**src/rtl/keypad_emulator_pkg.sv**
```systemverilog
// keypad_pkg: shared keypad FSM states, hex key layout and line polarities
package keypad_pkg;
  typedef enum logic [2:0] {
    ST_IDLE,
    ST_BOUNCE_IN,
    ST_HOLD,
    ST_BOUNCE_OUT,
    ST_GAP
  } st_e;
  // Indexed by key value; row 0 is the top row, col 0 the leftmost column
  localparam logic [15:0][1:0] KEY_ROW = {
    2'd3, 2'd3, 2'd3, 2'd2, 2'd1, 2'd0, 2'd2, 2'd2,
    2'd2, 2'd1, 2'd1, 2'd1, 2'd0, 2'd0, 2'd0, 2'd3
  };
  localparam logic [15:0][1:0] KEY_COL = {
    2'd2, 2'd0, 2'd3, 2'd3, 2'd3, 2'd3, 2'd2, 2'd1,
    2'd0, 2'd2, 2'd1, 2'd0, 2'd2, 2'd1, 2'd0, 2'd1
  };
  localparam logic       ROW_ACTIVE = 1'b1;
  localparam logic       COL_ACTIVE = 1'b0;
  localparam logic [3:0] COL_OPEN   = 4'b1111;
endpackage

```
**src/rtl/keypad_emulator_key_encode.sv**
```systemverilog
// key_encode: hex key to one-hot row and column, inverse of the scanner decode
module key_encode
  import keypad_pkg::*;
(
  input  logic [3:0] i_key,
  output logic [3:0] o_row,
  output logic [3:0] o_col
);
  assign o_row = 4'b1000 >> KEY_ROW[i_key];
  assign o_col = 4'b1000 >> KEY_COL[i_key];
endmodule

```
**src/rtl/keypad_emulator.sv**
```systemverilog
// keypad_emulator: plays one queued key press as bounce/hold/bounce/gap onto the column lines
module keypad_emulator
  import keypad_pkg::*;
#(
  parameter int BOUNCE_CYCLES = 8,
  parameter int BOUNCE_PERIOD = 2,
  parameter int HOLD_CYCLES   = 20,
  parameter int GAP_CYCLES    = 4
) (
  input  logic       clk,
  input  logic       reset,
  input  logic [3:0] rows,
  input  logic [3:0] key,
  input  logic       press_req,
  output logic       ready,
  output logic       done,
  output logic [3:0] columns
);
  localparam int MAX_BH = (BOUNCE_CYCLES > HOLD_CYCLES) ? BOUNCE_CYCLES : HOLD_CYCLES;
  localparam int MAX_C  = (MAX_BH > GAP_CYCLES) ? MAX_BH : GAP_CYCLES;
  localparam int CW     = $clog2(MAX_C) + 1;
  localparam logic [CW-1:0] B_LAST = CW'((BOUNCE_CYCLES == 0) ? 0 : BOUNCE_CYCLES - 1);
  localparam logic [CW-1:0] H_LAST = CW'(HOLD_CYCLES - 1);
  localparam logic [CW-1:0] G_LAST = CW'(GAP_CYCLES - 1);
  st_e           r_state;
  logic [CW-1:0] r_cnt;
  logic          r_contact;
  logic          r_ready;
  logic          r_done;
  logic [3:0]    r_key;
  logic [CW-1:0] w_cnt_nxt;
  logic          w_lvl;
  logic [3:0]    w_row;
  logic [3:0]    w_col;
  logic [3:0]    w_rows_on;
  assign w_cnt_nxt = r_cnt + CW'(1);
  // contact level for the next bounce cycle: closed on even multiples of the period
  assign w_lvl = ((w_cnt_nxt / CW'(BOUNCE_PERIOD)) & CW'(1)) == '0;
  key_encode u_enc (
    .i_key(r_key),
    .o_row(w_row),
    .o_col(w_col)
  );
  always_ff @(posedge clk) begin
    if (reset) begin
      r_state   <= ST_IDLE;
      r_cnt     <= '0;
      r_contact <= 1'b0;
      r_ready   <= 1'b1;
      r_done    <= 1'b0;
      r_key     <= '0;
    end else begin
      r_done <= 1'b0;
      case (r_state)
        ST_IDLE: if (press_req) begin
          r_key     <= key;
          r_cnt     <= '0;
          r_contact <= 1'b1;
          r_ready   <= 1'b0;
          r_state   <= (BOUNCE_CYCLES == 0) ? ST_HOLD : ST_BOUNCE_IN;
        end
        ST_BOUNCE_IN: begin
          r_cnt     <= (r_cnt == B_LAST) ? '0 : w_cnt_nxt;
          r_contact <= (r_cnt == B_LAST) || w_lvl;
          if (r_cnt == B_LAST) r_state <= ST_HOLD;
        end
        ST_HOLD: begin
          r_cnt     <= (r_cnt == H_LAST) ? '0 : w_cnt_nxt;
          r_contact <= (r_cnt != H_LAST) || (BOUNCE_CYCLES != 0);
          if (r_cnt == H_LAST) r_state <= (BOUNCE_CYCLES == 0) ? ST_GAP : ST_BOUNCE_OUT;
        end
        ST_BOUNCE_OUT: begin
          r_cnt     <= (r_cnt == B_LAST) ? '0 : w_cnt_nxt;
          r_contact <= (r_cnt != B_LAST) && w_lvl;
          if (r_cnt == B_LAST) r_state <= ST_GAP;
        end
        ST_GAP: begin
          r_cnt <= (r_cnt == G_LAST) ? '0 : w_cnt_nxt;
          if (r_cnt == G_LAST) begin
            r_state <= ST_IDLE;
            r_ready <= 1'b1;
            r_done  <= 1'b1;
          end
        end
        default: r_state <= ST_IDLE;
      endcase
    end
  end
  assign w_rows_on = ROW_ACTIVE ? rows : ~rows;
  assign columns   = (r_contact && |(w_rows_on & w_row)) ? (COL_ACTIVE ? w_col : ~w_col) : COL_OPEN;
  assign ready     = r_ready;
  assign done      = r_done;
endmodule

```
**config.mk**
```make
export PLATFORM = sky130hd
export DESIGN_NAME = keypad_emulator
export DESIGN_NICKNAME = d
export VERILOG_FILES = /design/src/rtl/keypad_emulator_pkg.sv /design/src/rtl/keypad_emulator_key_encode.sv /design/src/rtl/keypad_emulator.sv
export SDC_FILE = /design/constraint.sdc
export NUM_CORES = 1
export LEC_CHECK = 0
export CORE_MARGIN = 10
export CORE_UTILIZATION = 46
export CTS_CLUSTER_SIZE = 14
export DETAILED_ROUTE_END_ITERATION = 7
export GPL_TIMING_DRIVEN = 0
export PLACE_DENSITY = 0.69
export SLEW_MARGIN = 15
export SYNTH_ARGS = -nofsm -noshare
export SYNTH_HDL_FRONTEND = slang
export SYNTH_HIERARCHICAL = 1
export SYNTH_SLANG_ARGS = --single-unit
```
**constraint.sdc**
```tcl
create_clock -name clk -period 5.4 [get_ports clk]
set_input_delay 1.08 -clock clk [delete_from_list [all_inputs] [get_ports clk]]
set_output_delay 1.08 -clock clk [all_outputs]
set_load 0.02 [all_outputs]
```
==> results of run 1 <==
[layout make-up]
class,instances,area (µm²),area share
repair buffers,15,150,0.109
multi-input cells,103,744,0.542
plain buffers,10,72.6,0.0529
clock buffers,4,36.3,0.0264
flip-flops and latches,16,320,0.233
well taps,30,37.5,0.0273
inverters,3,11.3,0.00820
[cells by family after synthesis]
logic type                 Yosys count
DFF                                 16
buffers and inverters               13
and+or+nand+nor                     58
muxes                                9
adders and majority gates            1
AOI/OAI and AO/OA                   31
xor gates and xnor gates             4
[flip-flops by register name, summed over array words and instances, names as in the netlist]
name       cells
done           1
r_cnt          6
r_contact      1
r_key          4
r_state        3
ready          1
[per-layer routing]
metal  GRT usage  wire length, µm
met1       0.115             1140
met2       0.178             1210
met3      0.0254              133
met4      0.0329               34
met5           0                0
[per-stage QoR]
step	std cells	setup WS (ns)	power, mW	util
after floorplan	132	2.65	0.178	-
after global routing	181	1.59	0.291	0.564
final	181	1.66	0.275	0.564
after detailed placement	177	1.64	0.198	0.549
after CTS	181	1.63	0.277	0.564
after global placement	177	1.65	0.196	0.549
[placed cells by master, fill, tap and decap left out, drive strengths merged, types with 2 or more instances in the layout]
cell type and n:
dfxtp 16, clkdlybuf4s50 15, nor2 11, nand2 10, mux2i 8, buf 8, o21ai 6, clkbuf 6
nor3 5, nand2b 5, a21oi 4, nor4 4, a31oi 4, inv 3, nand3 3, xor2 3
a2111oi 3, a22oi 2, a21boi 2, nand4 2, or3 2, o211ai 2, and2 2, o21bai 2
and3 2, a211oi 2, or2b 2, or3b 2
[worst paths after layout]
check | cells past startpoint | end | from | slack, ns
setup / recovery | 5 | columns[3] | rows[0] | 1.66
hold / removal | 2 | r_cnt[1] | r_cnt[1] | 0.49
setup reg to reg | 5 | r_cnt[4] | r_cnt[0] | 3.37
hold reg to reg | 2 | r_cnt[1] | r_cnt[1] | 0.49
[where the power goes]
| group | switching [mW] | total [mW] | internal, mW |
|---|---|---|---|
| registers | 0.00429 | 0.128 | 0.124 |
| clock network | 0.0379 | 0.0789 | 0.0410 |
| logic | 0.0344 | 0.0679 | 0.0335 |
[critical path, cell delays in order]
cell             delay, ns
clkdlybuf4s50_1       0.45
a22oi_1               0.07
a21boi_0              0.40
nand2_1               0.10
clkdlybuf4s50_1       0.55
==> flow_metrics.env, run 1 <==
export IMPL_finalHoldViolations=0
export IMPL_root_buffer="clkbuf_4"
export IMPL_grt_pass1_vias=976
export IMPL_slew_viol_final=0
export IMPL_fill_cells=233
export IMPL_ys_top_cells_by_area="dfxtp_1 28%, mux2i_1 7.0%, nand2_1 3.3%, nor2_1 2.9%, nand2b_1 2.7%"
export IMPL_cap_violations=0
export IMPL_yosysMostFrequentCell="dfxtp_1"
export IMPL_drc_errors=0
export IMPL_fin_nets=164
export IMPL_synthesis_area_um2=1150
export IMPL_track_usage=0.101
export IMPL_drtPass1Iterations=4
export IMPL_cts_hold_buf=0
export IMPL_worst_slew_pin_slew_ns=0.595
export IMPL_slew_headroom=0.601
export IMPL_synth_top_family_by_area="simple AND/OR/NAND/NOR gates"
export IMPL_insertion_delay_ns=0.29
export IMPL_synth_seq_area_share=0.279
export IMPL_path_clk_slew_ns=0.09
export IMPL_period_share=0.692
export IMPL_vias=1020
export IMPL_synth_xor_area_frac=0.0305
export IMPL_postPlaceCellArea_um2=1340
export IMPL_synthSimpleGateAreaFrac=0.301
export IMPL_power_per_cell_area_nw_per_um2=200
export IMPL_synth_compound_area_frac=0.227
export IMPL_viasPerCell=5.64
export IMPL_initial_core_util=0.472
export IMPL_htree_levels=1
export IMPL_synthTopCellsByCount="16 x dfxtp_1, 10 x nand2_1, 9 x nor2_1, 8 x mux2i_1"
export IMPL_die_w_um=70.0
export IMPL_syn_num_nets=144
export IMPL_hp_class="reg2reg"
export IMPL_outcome="finished clean"
export IMPL_clock_tree_buffer_depth=2
export IMPL_period_needed_ns=3.74
export IMPL_coreArea_um2=2430
export IMPL_cts_sinks=16
export IMPL_synthAdderAreaFrac=0.0109
export IMPL_max_vdd_ir_drop_v=0.000110
export IMPL_synth_cell_types=53
export IMPL_grt_pass1_wl_um=4390
export IMPL_critical_path_max_fanout=4
export IMPL_setup_worst_path_end_class="output port"
export IMPL_cp_arrival_ns=2.66
export IMPL_post_cts_buffers=0
export IMPL_tns_ns=0
export IMPL_post_drt_wl_per_cell_um=13.9
export IMPL_whs_ns=0.488
export IMPL_ctsResizeCount=0
export IMPL_rows=18
export IMPL_synth_largest_area_cell="dfxtp_1"
export IMPL_routed_wirelength_um=2520
export IMPL_cts_tree="yes"
export IMPL_synth_edf_count=0
export IMPL_grt_max_degree=11
export IMPL_ioPinCount=17
export IMPL_drt_iter0_drc=85
export IMPL_finalSetupViolCount=0
export IMPL_yosysTopAreaCellShare=0.279
export IMPL_stdcell_area_um2=1370
export IMPL_dp_hpwl_um=1960
export IMPL_grt_antenna_before_repair=0
export IMPL_async_reset_ff_frac=0
export IMPL_overflow=0
export IMPL_place_congestion=0.833
export IMPL_diodes=0
export IMPL_syn_to_final_growth_pct=19.5
export IMPL_rsz0062_at_grt="no"
export IMPL_port_buffer_count=15
export IMPL_fmax_mhz=268
export IMPL_worstPathRequired_ns=4.32
export IMPL_synthCells=132
export IMPL_cp_start_kind="primary input"
export IMPL_synth_ff_type="dfxtp_1"
export IMPL_syn_area_per_cell_um2=8.70
export IMPL_muxShareOfSynthArea=0.0795
export IMPL_skew_ns=0.00576
export IMPL_ys_ff_latch=16
export IMPL_drive_above_1_share=0.166
export IMPL_dieArea_um2=4900
export IMPL_drtAntennaViolNets=0
export IMPL_leakage_nw=0.512
export IMPL_numCtsBuffers=3
export IMPL_path_class="in2out"
export IMPL_fp_dieH_um=70.0
export IMPL_yosysWarnings=6
(Power assumes the default switching activity.)
==> run 2, diff against run 1 <==
- PLACE_DENSITY: 0.69 -> 0.72
- clock period: 5.4 -> 3.01 ns (I/O delays scaled with it)
==> flow_metrics.env, run 2 (same netlist as run 1, synthesis figures left out) <==
export IMPL_path_class="reg2out"
export IMPL_root_buffer="clkbuf_4"
export IMPL_post_cts_buffers=0
export IMPL_drt_iter0_drc=85
export IMPL_dieArea_um2=4900
export IMPL_clock_tree_buffer_depth=2
export IMPL_routed_wirelength_um=2710
export IMPL_top_register="r_cnt"
export IMPL_setup_worst_path_end_class="output port"
export IMPL_track_usage=0.112
export IMPL_insertion_delay_ns=0.29
export IMPL_r2r_slack_ns=0.94
export IMPL_viasPerCell=5.98
export IMPL_path_clk_slew_ns=0.09
export IMPL_port_buffer_count=15
export IMPL_drive_above_1_share=0.172
export IMPL_grt_pass1_wl_um=4750
export IMPL_cp_slowest_cell="or4_1"
export IMPL_grt_antenna_before_repair=0
export IMPL_die_w_um=70.0
export IMPL_post_drt_wl_per_cell_um=15.0
export IMPL_skew_ns=0.00681
export IMPL_max_vdd_ir_drop_v=0.000260
export IMPL_placedCellCount=177
export IMPL_fin_nets=164
export IMPL_worst_slew_pin_slew_ns=0.587
export IMPL_worstPathCellList="buf_2, or4_1, o21ai_0, a22oi_1, a21boi_2, nand2_1, dlymetal6s2s_1"
export IMPL_numCtsBuffers=3
export IMPL_tns_ns=0
export IMPL_cts_tree="yes"
export IMPL_layout_common_cells="16 x dfxtp_1, 11 x clkdlybuf4s50_1, 10 x nand2_1"
export IMPL_leakage_nw=0.514
export IMPL_syn_to_final_growth_pct=20.7
export IMPL_cp_start_kind="flop"
export IMPL_grt_pass1_vias=1046
export IMPL_fp_dieH_um=70.0
export IMPL_vias=1083
export IMPL_wl_met1_um=1240
export IMPL_rows=18
export IMPL_mostFrequentLayoutCell="dfxtp_1"
export IMPL_cts_hold_buf=0
export IMPL_finalSetupViolCount=0
export IMPL_slew_viol_final=0
export IMPL_overflow=0
export IMPL_diodes=0
export IMPL_initial_core_util=0.472
export IMPL_ioPinCount=17
export IMPL_drtPass1Iterations=4
export IMPL_dp_hpwl_um=2030
export IMPL_coreArea_um2=2430
export IMPL_worstPathRequired_ns=2.41
export IMPL_critical_path_max_fanout=10
export IMPL_cap_violations=0
export IMPL_hp_class="reg2reg"
export IMPL_period_needed_ns=2.63
export IMPL_power_per_cell_area_nw_per_um2=358
export IMPL_wl_met3_um=155
export IMPL_finalHoldViolations=0
export IMPL_fmax_mhz=381
export IMPL_outcome="finished clean"
export IMPL_reg_largest_list="r_cnt x6, r_key x4, r_state x3"
export IMPL_slowest_delay_ns=0.47
export IMPL_period_share=0.873
export IMPL_rsz0062_at_grt="no"
export IMPL_grt_max_degree=11
export IMPL_fin_cells=181
export IMPL_largest_reg_flops=6
export IMPL_cp_arrival_ns=2.02
export IMPL_dr_wl_met2_um=1260
export IMPL_place_congestion=0.819
export IMPL_drtAntennaViolNets=0
export IMPL_top_layer="met4"
export IMPL_drc_errors=0
export IMPL_cts_sinks=16
export IMPL_htree_levels=1
export IMPL_slew_headroom=0.607
run 2: changes by cell type in the layout (fill, tap and decap cells not counted), sizes merged:
cell / before / now
clkdlybuf4s50: 15 / 11
dlymetal6s2s: 0 / 4
run 2: cell type report:
type                    count  area, µm²
repair buffers             15        160
well taps                  30       37.5
inverters                   3       11.3
multi-input cells         103        748
flip-flops and latches     16        320
plain buffers              10       72.6
fillers                   227       1050
clock buffers               4       36.3
run 2: worst max-delay path, delay by kind of cell (launching register included):
kind | cells | cell delay [ns]
compound gates | 3 | 0.46
buf+inv | 2 | 0.39
flops | 1 | 0.33
simple gates | 2 | 0.55
run 2: through the flow:
step	setup WS [ns]	cell area (µm²)	utilization	hold WS (ns)	power, mW
global placement	0.210	1340	0.549	0.458	0.353
detailed placement	0.163	1340	0.549	0.504	0.356
global route	0.223	1390	0.570	0.548	0.527
finish	0.384	1390	0.570	0.518	0.496
CTS	0.0514	1380	0.566	0.519	0.500
floorplan	0.794	1150	-	0.444	0.319
run 2: metal layers:
| layer | up-vias | track usage |
|---|---|---|
| li1 | 527 | - |
| met1 | 507 | 0.128 |
| met2 | 41 | 0.186 |
| met3 | 8 | 0.0297 |
| met4 | 0 | 0.0526 |
| met5 | - | 0 |
run 2: worst paths after layout:
path	start	to	cells after the start
hold / removal	r_cnt[0]	r_cnt[0]	2
setup reg to reg	r_cnt[0]	r_cnt[4]	5
setup / recovery	r_key[2]	columns[3]	7
hold reg to reg	r_cnt[0]	r_cnt[0]	2
run 2: report_power, final:
group,switching [mW],internal (mW),total [mW]
Clock,0.0687,0.0738,0.143
Sequential,0.00783,0.222,0.230
Combinational,0.0639,0.0604,0.124
run 2: timing repair:
item,in CTS,in global routing
hold endpoints to repair,0,0
setup endpoints to repair,4,4
cloned,0,0
resized for setup,2,4
==> run 3, diff against run 2 <==
- GPL_TIMING_DRIVEN: 0 -> 1
==> flow_metrics.env, run 3 (same netlist as run 1, synthesis figures left out) <==
export IMPL_ioPinCount=17
export IMPL_period_needed_ns=2.85
export IMPL_worst_slew_pin_slew_ns=0.611
export IMPL_clock_tree_buffer_depth=2
export IMPL_worstReg2RegStart="r_cnt[0]"
export IMPL_rows=18
export IMPL_drt_iter0_drc=67
export IMPL_tns_ns=0
export IMPL_rsz0062_at_grt="no"
export IMPL_dieArea_um2=4900
export IMPL_layout_common_cells="16 x dfxtp_1, 16 x clkdlybuf4s50_1, 10 x nand2_1"
export IMPL_coreArea_um2=2430
export IMPL_post_cts_buffers=0
export IMPL_dp_hpwl_um=1960
export IMPL_cts_sinks=16
export IMPL_leakage_nw=0.480
export IMPL_drtPass1Iterations=4
export IMPL_fmax_mhz=351
export IMPL_grt_pass1_vias=945
export IMPL_grt_pass1_wl_um=4280
export IMPL_routed_wirelength_um=2590
export IMPL_finalHoldViolations=0
export IMPL_top_register="r_cnt"
export IMPL_drtAntennaViolNets=0
export IMPL_cp_start_kind="flop"
export IMPL_cts_tree="yes"
export IMPL_setup_worst_path_end_class="output port"
export IMPL_power_per_cell_area_nw_per_um2=351
export IMPL_place_congestion=0.803
export IMPL_track_usage=0.101
export IMPL_cap_violations=0
export IMPL_skew_ns=0.00327
export IMPL_syn_to_final_growth_pct=15.8
export IMPL_initial_core_util=0.472
export IMPL_whs_ns=0.487
export IMPL_diodes=0
export IMPL_grt_antenna_before_repair=0
export IMPL_overflow=0
export IMPL_hp_class="reg2reg"
export IMPL_largest_reg_flops=6
export IMPL_fin_nets=159
export IMPL_insertion_delay_ns=0.29
export IMPL_numCtsBuffers=3
export IMPL_viasPerCell=5.82
export IMPL_outcome="finished clean"
export IMPL_cts_hold_buf=0
export IMPL_htree_levels=1
export IMPL_grt_max_degree=16
export IMPL_max_vdd_ir_drop_v=0.000253
export IMPL_ctsResizeCount=1
export IMPL_slew_viol_final=0
export IMPL_path_class="reg2out"
export IMPL_worstPathRequired_ns=2.41
export IMPL_worstSetupStartpoint="r_key[3]"
export IMPL_die_w_um=70.0
export IMPL_reg_largest_list="r_cnt x6, r_key x4, r_state x3"
export IMPL_finalSetupViolCount=0
export IMPL_post_drt_wl_per_cell_um=14.8
export IMPL_critical_path_max_fanout=15
export IMPL_cp_arrival_ns=2.25
export IMPL_path_clk_slew_ns=0.09
export IMPL_drive_above_1_share=0.138
export IMPL_period_share=0.947
export IMPL_drc_errors=0
export IMPL_fp_dieH_um=70.0
export IMPL_root_buffer="clkbuf_4"
export IMPL_worstHoldStart="r_cnt[1]"
export IMPL_vias=1019
export IMPL_port_buffer_count=16
export IMPL_slew_headroom=0.591
[run 3: cell count changes in the layout (fill, tap and decap cells not counted), sizes merged]
cell / delta
clkbuf: -3
dlymetal6s2s: -4
buf: -4
clkdlybuf4s50: +5
[run 3: layout make-up]
type	count	area (µm²)
clock buffers	3	22.5
fillers	226	1100
inverters	3	11.3
multi-input cells	103	748
flip-flops and latches	16	320
well taps	30	37.5
repair buffers	20	190
[run 3: routing by layer]
metal,vias up,wire (µm),track usage
met3,4,181,0.0325
met4,0,25,0.0395
li1,516,-,-
met2,30,1220,0.172
met1,469,1150,0.112
met5,-,0,0
[run 3: path summary, 6_finish.rpt]
kind / endpoint / slack [ns] / depth (start not counted)
setup / recovery: columns[0] / 0.16 / 6
hold / removal: r_cnt[1] / 0.49 / 2
setup reg to reg: r_cnt[3] / 0.93 / 5
hold reg to reg: r_cnt[1] / 0.49 / 2
[run 3: where the power goes]
| group | switching, mW | total, mW | internal, mW |
|---|---|---|---|
| clock | 0.0670 | 0.113 | 0.0465 |
| sequential | 0.0139 | 0.236 | 0.222 |
| combinational | 0.0572 | 0.118 | 0.0609 |
| total | 0.138 | 0.467 | 0.329 |
[run 3: stage by stage]
step	util	area (µm²)	worst slack, ns	cells	power [mW]
finish	0.547	1330	0.160	175	0.467
global placement	0.536	1300	0.267	172	0.352
detailed placement	0.536	1300	0.199	172	0.356
CTS	0.545	1330	0.0702	175	0.468
floorplan	-	1150	0.794	132	0.319
global route	0.547	1330	0.0279	175	0.492
[run 3: worst max-delay path, stage by stage (launching register included)]
cell and delay, ns:
dfxtp_1 0.44, or4_1 0.43, o21ai_0 0.10, a22oi_1 0.15
a21boi_2 0.22, nand2_1 0.08, clkdlybuf4s50_1 0.54
